==> src/rtl/k2_imem_loader_if.sv <==
// Byte-stream link from the host/debug port into the k2 instruction memory loader.
interface k2_imem_loader_if;
    logic       s_valid;
    logic       s_ready;
    logic [7:0] s_data;

    modport master (output s_valid, output s_data, input s_ready);
    modport slave  (input s_valid, input s_data, output s_ready);
endinterface

==> src/rtl/k2_imem_loader.sv <==
// Loads the k2 instruction memory from a framed byte stream and holds the core in reset until loaded.
// Optional trailer checksum byte enabled by defining K2_LOADER_CHECKSUM_EN.
module k2_imem_loader #(
    parameter int IW = 10,
    parameter int AW = 4
) (
    input  logic                 clk,
    input  logic                 reset,
    input  logic                 start,
    k2_imem_loader_if.slave      s,
    input  logic [AW-1:0]        romaddress,
    output logic [IW-1:0]        inst,
    output logic                 core_rst,
    output logic                 busy,
    output logic                 done,
    output logic                 err,
    output logic [AW:0]          count
);
    localparam int DEPTH = 1 << AW;
    localparam logic [AW:0] DEPTH_W = (AW+1)'(DEPTH);

    typedef enum logic [2:0] {
        IDLE = 3'd0,
        HDR  = 3'd1,
        LO   = 3'd2,
        HI   = 3'd3,
`ifdef K2_LOADER_CHECKSUM_EN
        CHK  = 3'd5,
`endif
        DONE = 3'd4
    } state_t;

    state_t          state, state_next;
    logic [IW-1:0]   mem [DEPTH];
    logic [AW:0]     n;
    logic [AW-1:0]   addr;
    logic [7:0]      lo;
    logic            loaded;
    logic            xfer;
    logic            last;
    logic [AW:0]     hdr_n;
`ifdef K2_LOADER_CHECKSUM_EN
    logic [7:0]      csum;
    logic            ck_fail;
`endif

    assign xfer = s.s_valid & s.s_ready;
    assign last = ((count + (AW+1)'(1)) == n);
    assign busy = (state != IDLE);
    assign core_rst = ~loaded | busy;
    // Read port sees the pre-edge contents even when the same word is being written.
    assign inst = mem[romaddress];

    always_comb begin
        hdr_n = s.s_data[AW:0];
        if (hdr_n == '0 || hdr_n > DEPTH_W)
            hdr_n = DEPTH_W;
    end

    always_ff @(posedge clk or negedge reset) begin
        if (!reset)
            state <= IDLE;
        else
            state <= state_next;
    end

    always_comb begin
        state_next = state;
        s.s_ready  = 1'b0;
        done       = 1'b0;
        case (state)
            IDLE: if (start) state_next = HDR;
            HDR: begin
                s.s_ready = 1'b1;
                if (xfer) state_next = LO;
            end
            LO: begin
                s.s_ready = 1'b1;
                if (xfer) state_next = HI;
            end
            HI: begin
                s.s_ready = 1'b1;
                if (xfer) begin
`ifdef K2_LOADER_CHECKSUM_EN
                    state_next = last ? CHK : LO;
`else
                    state_next = last ? DONE : LO;
`endif
                end
            end
`ifdef K2_LOADER_CHECKSUM_EN
            CHK: begin
                s.s_ready = 1'b1;
                if (xfer) state_next = DONE;
            end
`endif
            DONE: begin
                done       = 1'b1;
                state_next = IDLE;
            end
            default: state_next = IDLE;
        endcase
    end

    always_ff @(posedge clk or negedge reset) begin
        if (!reset) begin
            for (int i = 0; i < DEPTH; i++)
                mem[i] <= '0;
            n      <= '0;
            addr   <= '0;
            lo     <= '0;
            count  <= '0;
            err    <= 1'b0;
            loaded <= 1'b0;
`ifdef K2_LOADER_CHECKSUM_EN
            csum    <= '0;
            ck_fail <= 1'b0;
`endif
        end else begin
            case (state)
                IDLE: if (start) begin
                    err    <= 1'b0;
                    count  <= '0;
                    loaded <= 1'b0;
`ifdef K2_LOADER_CHECKSUM_EN
                    ck_fail <= 1'b0;
`endif
                end
                HDR: if (xfer) begin
                    n    <= hdr_n;
                    addr <= '0;
`ifdef K2_LOADER_CHECKSUM_EN
                    csum <= s.s_data;
`endif
                end
                LO: if (xfer) begin
                    lo <= s.s_data;
`ifdef K2_LOADER_CHECKSUM_EN
                    csum <= csum ^ s.s_data;
`endif
                end
                HI: if (xfer) begin
                    mem[addr] <= {s.s_data[IW-9:0], lo};
                    count     <= count + (AW+1)'(1);
                    // Hold addr on the final word so it never wraps past DEPTH-1.
                    if (!last)
                        addr <= addr + AW'(1);
                    if (|s.s_data[7:IW-8])
                        err <= 1'b1;
`ifdef K2_LOADER_CHECKSUM_EN
                    csum <= csum ^ s.s_data;
`endif
                end
`ifdef K2_LOADER_CHECKSUM_EN
                CHK: if (xfer && s.s_data != csum) begin
                    err     <= 1'b1;
                    ck_fail <= 1'b1;
                end
                DONE: loaded <= ~ck_fail;
`else
                DONE: loaded <= 1'b1;
`endif
                default: ;
            endcase
        end
    end
endmodule

==> src/flat_wrapper.sv <==
// flat-port wrapper written by rule: the top's interface ports become plain ports
module k2_imem_loader_flat 
#(
    parameter int IW = 10,
    parameter int AW = 4
)
  (clk, reset, start, romaddress, inst, core_rst, busy, done, err, count, s_s_valid, s_s_data, s_s_ready);
  k2_imem_loader_if s_i ();
  input  logic clk;
  input  logic reset;
  input  logic start;
  input  logic [AW-1:0] romaddress;
  output logic [IW-1:0] inst;
  output logic core_rst;
  output logic busy;
  output logic done;
  output logic err;
  output logic [AW:0] count;
  input wire logic [$bits(s_i.s_valid)-1:0] s_s_valid;
  input wire logic [$bits(s_i.s_data)-1:0] s_s_data;
  output wire logic [$bits(s_i.s_ready)-1:0] s_s_ready;
  assign s_i.s_valid = s_s_valid;
  assign s_i.s_data = s_s_data;
  assign s_s_ready = s_i.s_ready;
  k2_imem_loader #(.IW(IW), .AW(AW)) u_core (.clk(clk), .reset(reset), .start(start), .s(s_i), .romaddress(romaddress), .inst(inst), .core_rst(core_rst), .busy(busy), .done(done), .err(err), .count(count));
endmodule
==> config.mk <==
export PLATFORM = sky130hd
export DESIGN_NAME = k2_imem_loader_flat
export DESIGN_NICKNAME = d
export VERILOG_FILES = /design/src/rtl/k2_imem_loader_if.sv /design/src/rtl/k2_imem_loader.sv /design/src/flat_wrapper.sv
export SDC_FILE = /design/constraint.sdc
export NUM_CORES = 1
export LEC_CHECK = 0
export CAP_MARGIN = 20
export CORE_UTILIZATION = 40
export DETAILED_ROUTE_END_ITERATION = 8
export SETUP_SLACK_MARGIN = 0.02
export SLEW_MARGIN = 20
export SYNTH_ARGS = -nofsm -noshare
export SYNTH_HDL_FRONTEND = slang
export SYNTH_SLANG_ARGS = --single-unit
==> constraint.sdc <==
create_clock -name clk -period 7.7 [get_ports clk]
set_input_delay 1.925 -clock clk [delete_from_list [all_inputs] [get_ports clk]]
set_output_delay 1.925 -clock clk [all_outputs]
set_load 0.005 [all_outputs]
## Yosys cells after proc, flatten, opt, wreduce, memory -nomap -nowiden

Index checks and enable logic that the tools add are counted.

| operators by class | value |
|---|---|
| shift operators | 0 |
| $lt $le $gt $ge | 4 |
| add/subtract/negate cells | 2 |
| eq/ne operators | 11 |
| $mul | 0 |
| divide/modulo/power cells | 0 |
| mux-type cells | 27 |
| reduce and logical (&&, ||, !) cells | 18 |
| bitwise gates (word level) | 5 |

Operators by type and width:

| operator | number |
|---|---|
| bitwise mux 160 bit | 1 |
| binary-select mux 10 bit (select 4 bit) | 1 |
| demux 10 bit (select 4 bit) | 1 |
| 2-to-1 mux 10 bit | 3 |
| 2-to-1 mux 3 bit | 5 |
| 2-to-1 mux 5 bit | 3 |
| 2-to-1 mux 4 bit | 3 |
| one-hot mux 3 bit (4 select lines) | 1 |
| AND reduction 4 bit | 3 |
| greater-or-equal comparator 5 bit (second input constant) | 2 |
| inverter 4 -> 5 bit | 2 |
| one-hot mux 5 bit (2 select lines) | 1 |
| inequality test 2 x 1 -> 1 bit (second input constant) | 4 |
| one-hot mux 4 bit (2 select lines) | 1 |
| AND reduction 2 bit | 4 |
| == test 3 x 2 -> 1 bit (second input constant) | 2 |
| nonzero test 2 bit | 3 |
| OR reduction 6 bit | 1 |
| adder 5 x 1 -> 5 bit (second input constant) | 1 |
| == test 5 bit | 1 |
| greater-than comparator 5 bit (second input constant) | 1 |
| zero test 5 bit | 1 |
| < comparator 5 x 1 -> 1 bit (second input constant) | 1 |
| 2-to-1 mux 1 bit | 5 |
| other kinds (14) | 16 |

| word-level totals | value |
|---|---|
| memory bits (read-only) | 0 |
| memories | 0 |
| output and inout bits | 20 |
| bits in writable memories | 0 |
| word-level logic and storage cells | 90 |
| register bits | 187 |
| latch bits | 0 |

## Logic depth before layout (Yosys ltp)

| depth | value |
|---|---|
| word-level depth | 6 |
| gate-level depth with buffers | 8 |
| depth with buffers taken out | 6 |

## Least setup slack after synthesis

Ideal clock, no wire load.

| timing path | value |
|---|---|
| kind | input to output |
| start | in romaddress[0] |
| end | out inst[2] |
| arrival | 3.328 ns |
| data required time | 5.775 ns |
| path buffers | 2 |
| path slack | 2.447 ns |
| cell stages on the path | 4 |
| cell sequence | clkbuf_1 buf_2 mux4_2 mux4_2 |

| on the way | value |
|---|---|
| longest elaborated chain between the ends | 4 |

Ends and longest elaborated chain:

| item | RTL line | text |
|---|---|---|
| start, declared | flat_wrapper.sv:12 | `input logic [AW-1:0] romaddress;` |
| inverter 4 -> 5 bit (implied by the code) | k2_imem_loader.sv:52 | `assign inst = mem[romaddress];` |
| binary-select mux 10 bit (select 4 bit) | k2_imem_loader.sv:52 |  |
| 2-to-1 mux 10 bit (implied by the code) (2 in a row) | k2_imem_loader.sv:52 |  |
| end, declared | flat_wrapper.sv:13 | `output logic [IW-1:0] inst;` |

No other way between the ends. The select of a mux whose other input is x is not followed.

## Worst setup path after layout

| timing path | value |
|---|---|
| start | in romaddress[0] |
| end | out inst[8] |

The elaborated chain is that of the path after synthesis.

==> reports/metrics.csv <==
metric;value;unit
n_antenna_cell;0;
ys_seq_area_share;53.25;%
layout.area.seq;0.004679;mm2
critPathKind;input port to output port;
num_vias;4772;
post_drt_wl_per_cell;22.21;um
numPlacedInstances;832;
ys.flop_type;dfrtp_1;
antenna_found_initial;0;
vias_per_cell;5.510;
std_cell_rows;53;
worstSetupEndpointType;output port;
slew_violations;0;
place_congestion;0.7448;
cts_inserted_buffers;17;
power_switching;1.101;mW
maxCapViolCount;0;
dr.first_iter.drc_count;304;
multi_input_area;0.003909;mm2
first_pass_iters;4;
clockPowerShare;24.5;%
worstPathRequired;5780;ps
reg2regPathDepth;3;
path_max_fanout;15;
ant_nets;0;
pre_cts_ws;1382;ps
pwr_density_cell;359.3;mW/mm2
synth_top_cell_by_area;dfrtp_1;
worstHoldPathType;register to register;
grt_overflow;0;
rsz0062_at_grt;no;
drive_above_1_share;45.85;%
synth_top_area_share;53.25;%
leakage;4.451;nW
wirelength;19230;um
die_width;150.2;um
final_cell_mix;dfrtp_1 (187), mux2_2 (162), mux4_2 (50);
max_slew_margin;26.32;%
worst_pin_slew;1105;ps
muxShareOfSynthArea;34.60;%
cts_root_buf;clkbuf_16;
start_util;41.29;%
period_share;81.00;%
swShare;30.67;%
cp.arrival;4310;ps
synthTopCellsByArea;dfrtp_1 (53%), mux2_2 (21%), mux4_2 (13%);
cts_max_path_buffers;2;
place_area;0.009341;mm2
clock.fmax;160.3;MHz
port_buffers;35;
synthToLayoutAreaGrowth;13.62;%
grt_max_degree;109;
synthAdderAreaFrac;0.8542;%
synth_warnings;0;
synth_top_family_by_area;multiplexers;
fin_ws;1463;ps
hold_viol_final;0;
clock_insertion_delay_worst_skew;430;ps
final_nets;600;
core_area;0.02129;mm2
outcome;finished clean;
stdcell_area;0.009986;mm2
netlist_area;0.008788;mm2
critPathLaunchType;input port;
yosys.area_share.simple;6.036;%
clkSinkCount;187;
final_cells;866;
synth-seq-cells;187;
syn_nets;575;
synth_cell_type_count;44;
syn-instance-count;553;
grt_pass1_vias;5253;
comb_power_share;28.5;%
intPower;2.487;mW
peakVddDrop;0.1794;mV
fillers;1815;
layout_commonest_cell;dfrtp_1;
synth_compound_area_share;1.851;%
boundaryPins;36;
die_h;150.2;um
synth_edf_count;0;
synth_xor_area_share;1.054;%
fin_tns_setup;0;ps
cts.clk_slew.worst_paths;60;ps
seq_power_share;46.9;%
cts_tree;built;
setup_viol;0;
synth-async-reset-ratio;100.0;%
fin_skew;8.573;ps
fin_crit;6237;ps
track_usage;18.85;%
whs_path_depth;1;
drc;0;
cts_resized;0;
place_hpwl;12020;um
htree_levels;4;
hold_buffers;0;
die-area;0.02257;mm2
cts_setup_buffers;0;
synth_area_per_cell;15.89;um2
grt_pass1_wl;31180;um
## per-layer routing
metal	GRT usage, %	up-vias	part of all wire (%)
li1	-	2115	-
met1	24.35	2573	44
met2	32.20	57	52
met3	3.121	27	2.0
met4	6.364	0	1.7
met5	0	-	0
## path summary, 6_finish.rpt
| path | startpoint | end | slack, ps |
|---|---|---|---|
| min in group asynchronous | reset | u_core.mem[13]$_DFFE_PN0P_ | 1420 |
| hold reg to reg | u_core.loaded$_DFFE_PN0P_ | u_core.loaded$_DFFE_PN0P_ | 480 |
| max in group asynchronous | reset | u_core.mem[118]$_DFFE_PN0P_ | 4830 |
| setup / recovery | romaddress[0] | inst[8] | 1460 |
| setup reg to reg | u_core.state[1]$_DFFE_PN0P_ | u_core.mem[34]$_DFFE_PN0P_ | 4900 |
| hold / removal | u_core.loaded$_DFFE_PN0P_ | u_core.loaded$_DFFE_PN0P_ | 480 |
## kinds of logic (layout without fill, tap and decap cells)
group,Yosys count,after routing
flops,187,187
simple gates,63,63
xor+xnor,9,9
buf+inv,43,81
compound gates,25,25
mux,220,220
fa+ha+maj,6,6
## power by group through the flow
| stage | logic (mW) | clock network (mW) | registers (mW) |
|---|---|---|---|
| floorplan | 0.890 | 0 | 1.53 |
| global placement | 0.991 | 0 | 1.68 |
| detailed placement | 1.03 | 0 | 1.69 |
| CTS | 1.04 | 0.899 | 1.68 |
| global route | 1.12 | 0.934 | 1.75 |
| finish | 1.02 | 0.880 | 1.68 |
## layout make-up
cell class,count,share of cell area [%]
flip-flops and latches,187,46.86
multi-input cells,323,39.14
clock buffers,23,4.786
repair buffers,43,4.423
well taps,275,3.446
clock inverters,9,1.115
inverters,6,0.2255
## worst max-delay path: stages
cell	delay [ps]
buf_2	420
buf_4	400
mux4_2	550
mux4_2	500
clkdlybuf4s50_1	480
## synthesized netlist by cell type (2+ instances only)
library cell    n
a21oi_1         3
a22o_1          3
and2_1          3
buf_1           2
buf_2           6
buf_4           4
clkbuf_1       23
dfrtp_1       187
ha_1            6
inv_1           6
mux2_1          8
mux2_2        162
mux4_2         50
nand2_1        13
nand2b_1        2
nand3_1         4
nand3_4        12
nand3b_1        3
nand4_4         3
nor2_1         10
nor2b_1         3
nor3_1          2
nor4_1          2
o21ai_0        10
xnor2_1         5
xor2_1          3
## metrics by stage
stage	util [%]	hold WS [ps]	total power, mW
final	46.91	480.4	3.588
after global routing	46.91	514.7	3.797
after CTS	46.65	485.3	3.615
after detailed placement	43.88	471.2	2.725
after global placement	43.88	458.7	2.670
after floorplan	-	449.2	2.417
## registers in the layout (all words and copies together), names as in the netlist
name           flops
u_core.loaded      1
u_core.count       5
u_core.lo          8
u_core.addr        4
u_core.state       3
u_core.mem       160
u_core.n           5
u_core.err         1
No activity file was read; power rests on OpenSTA's default activity.
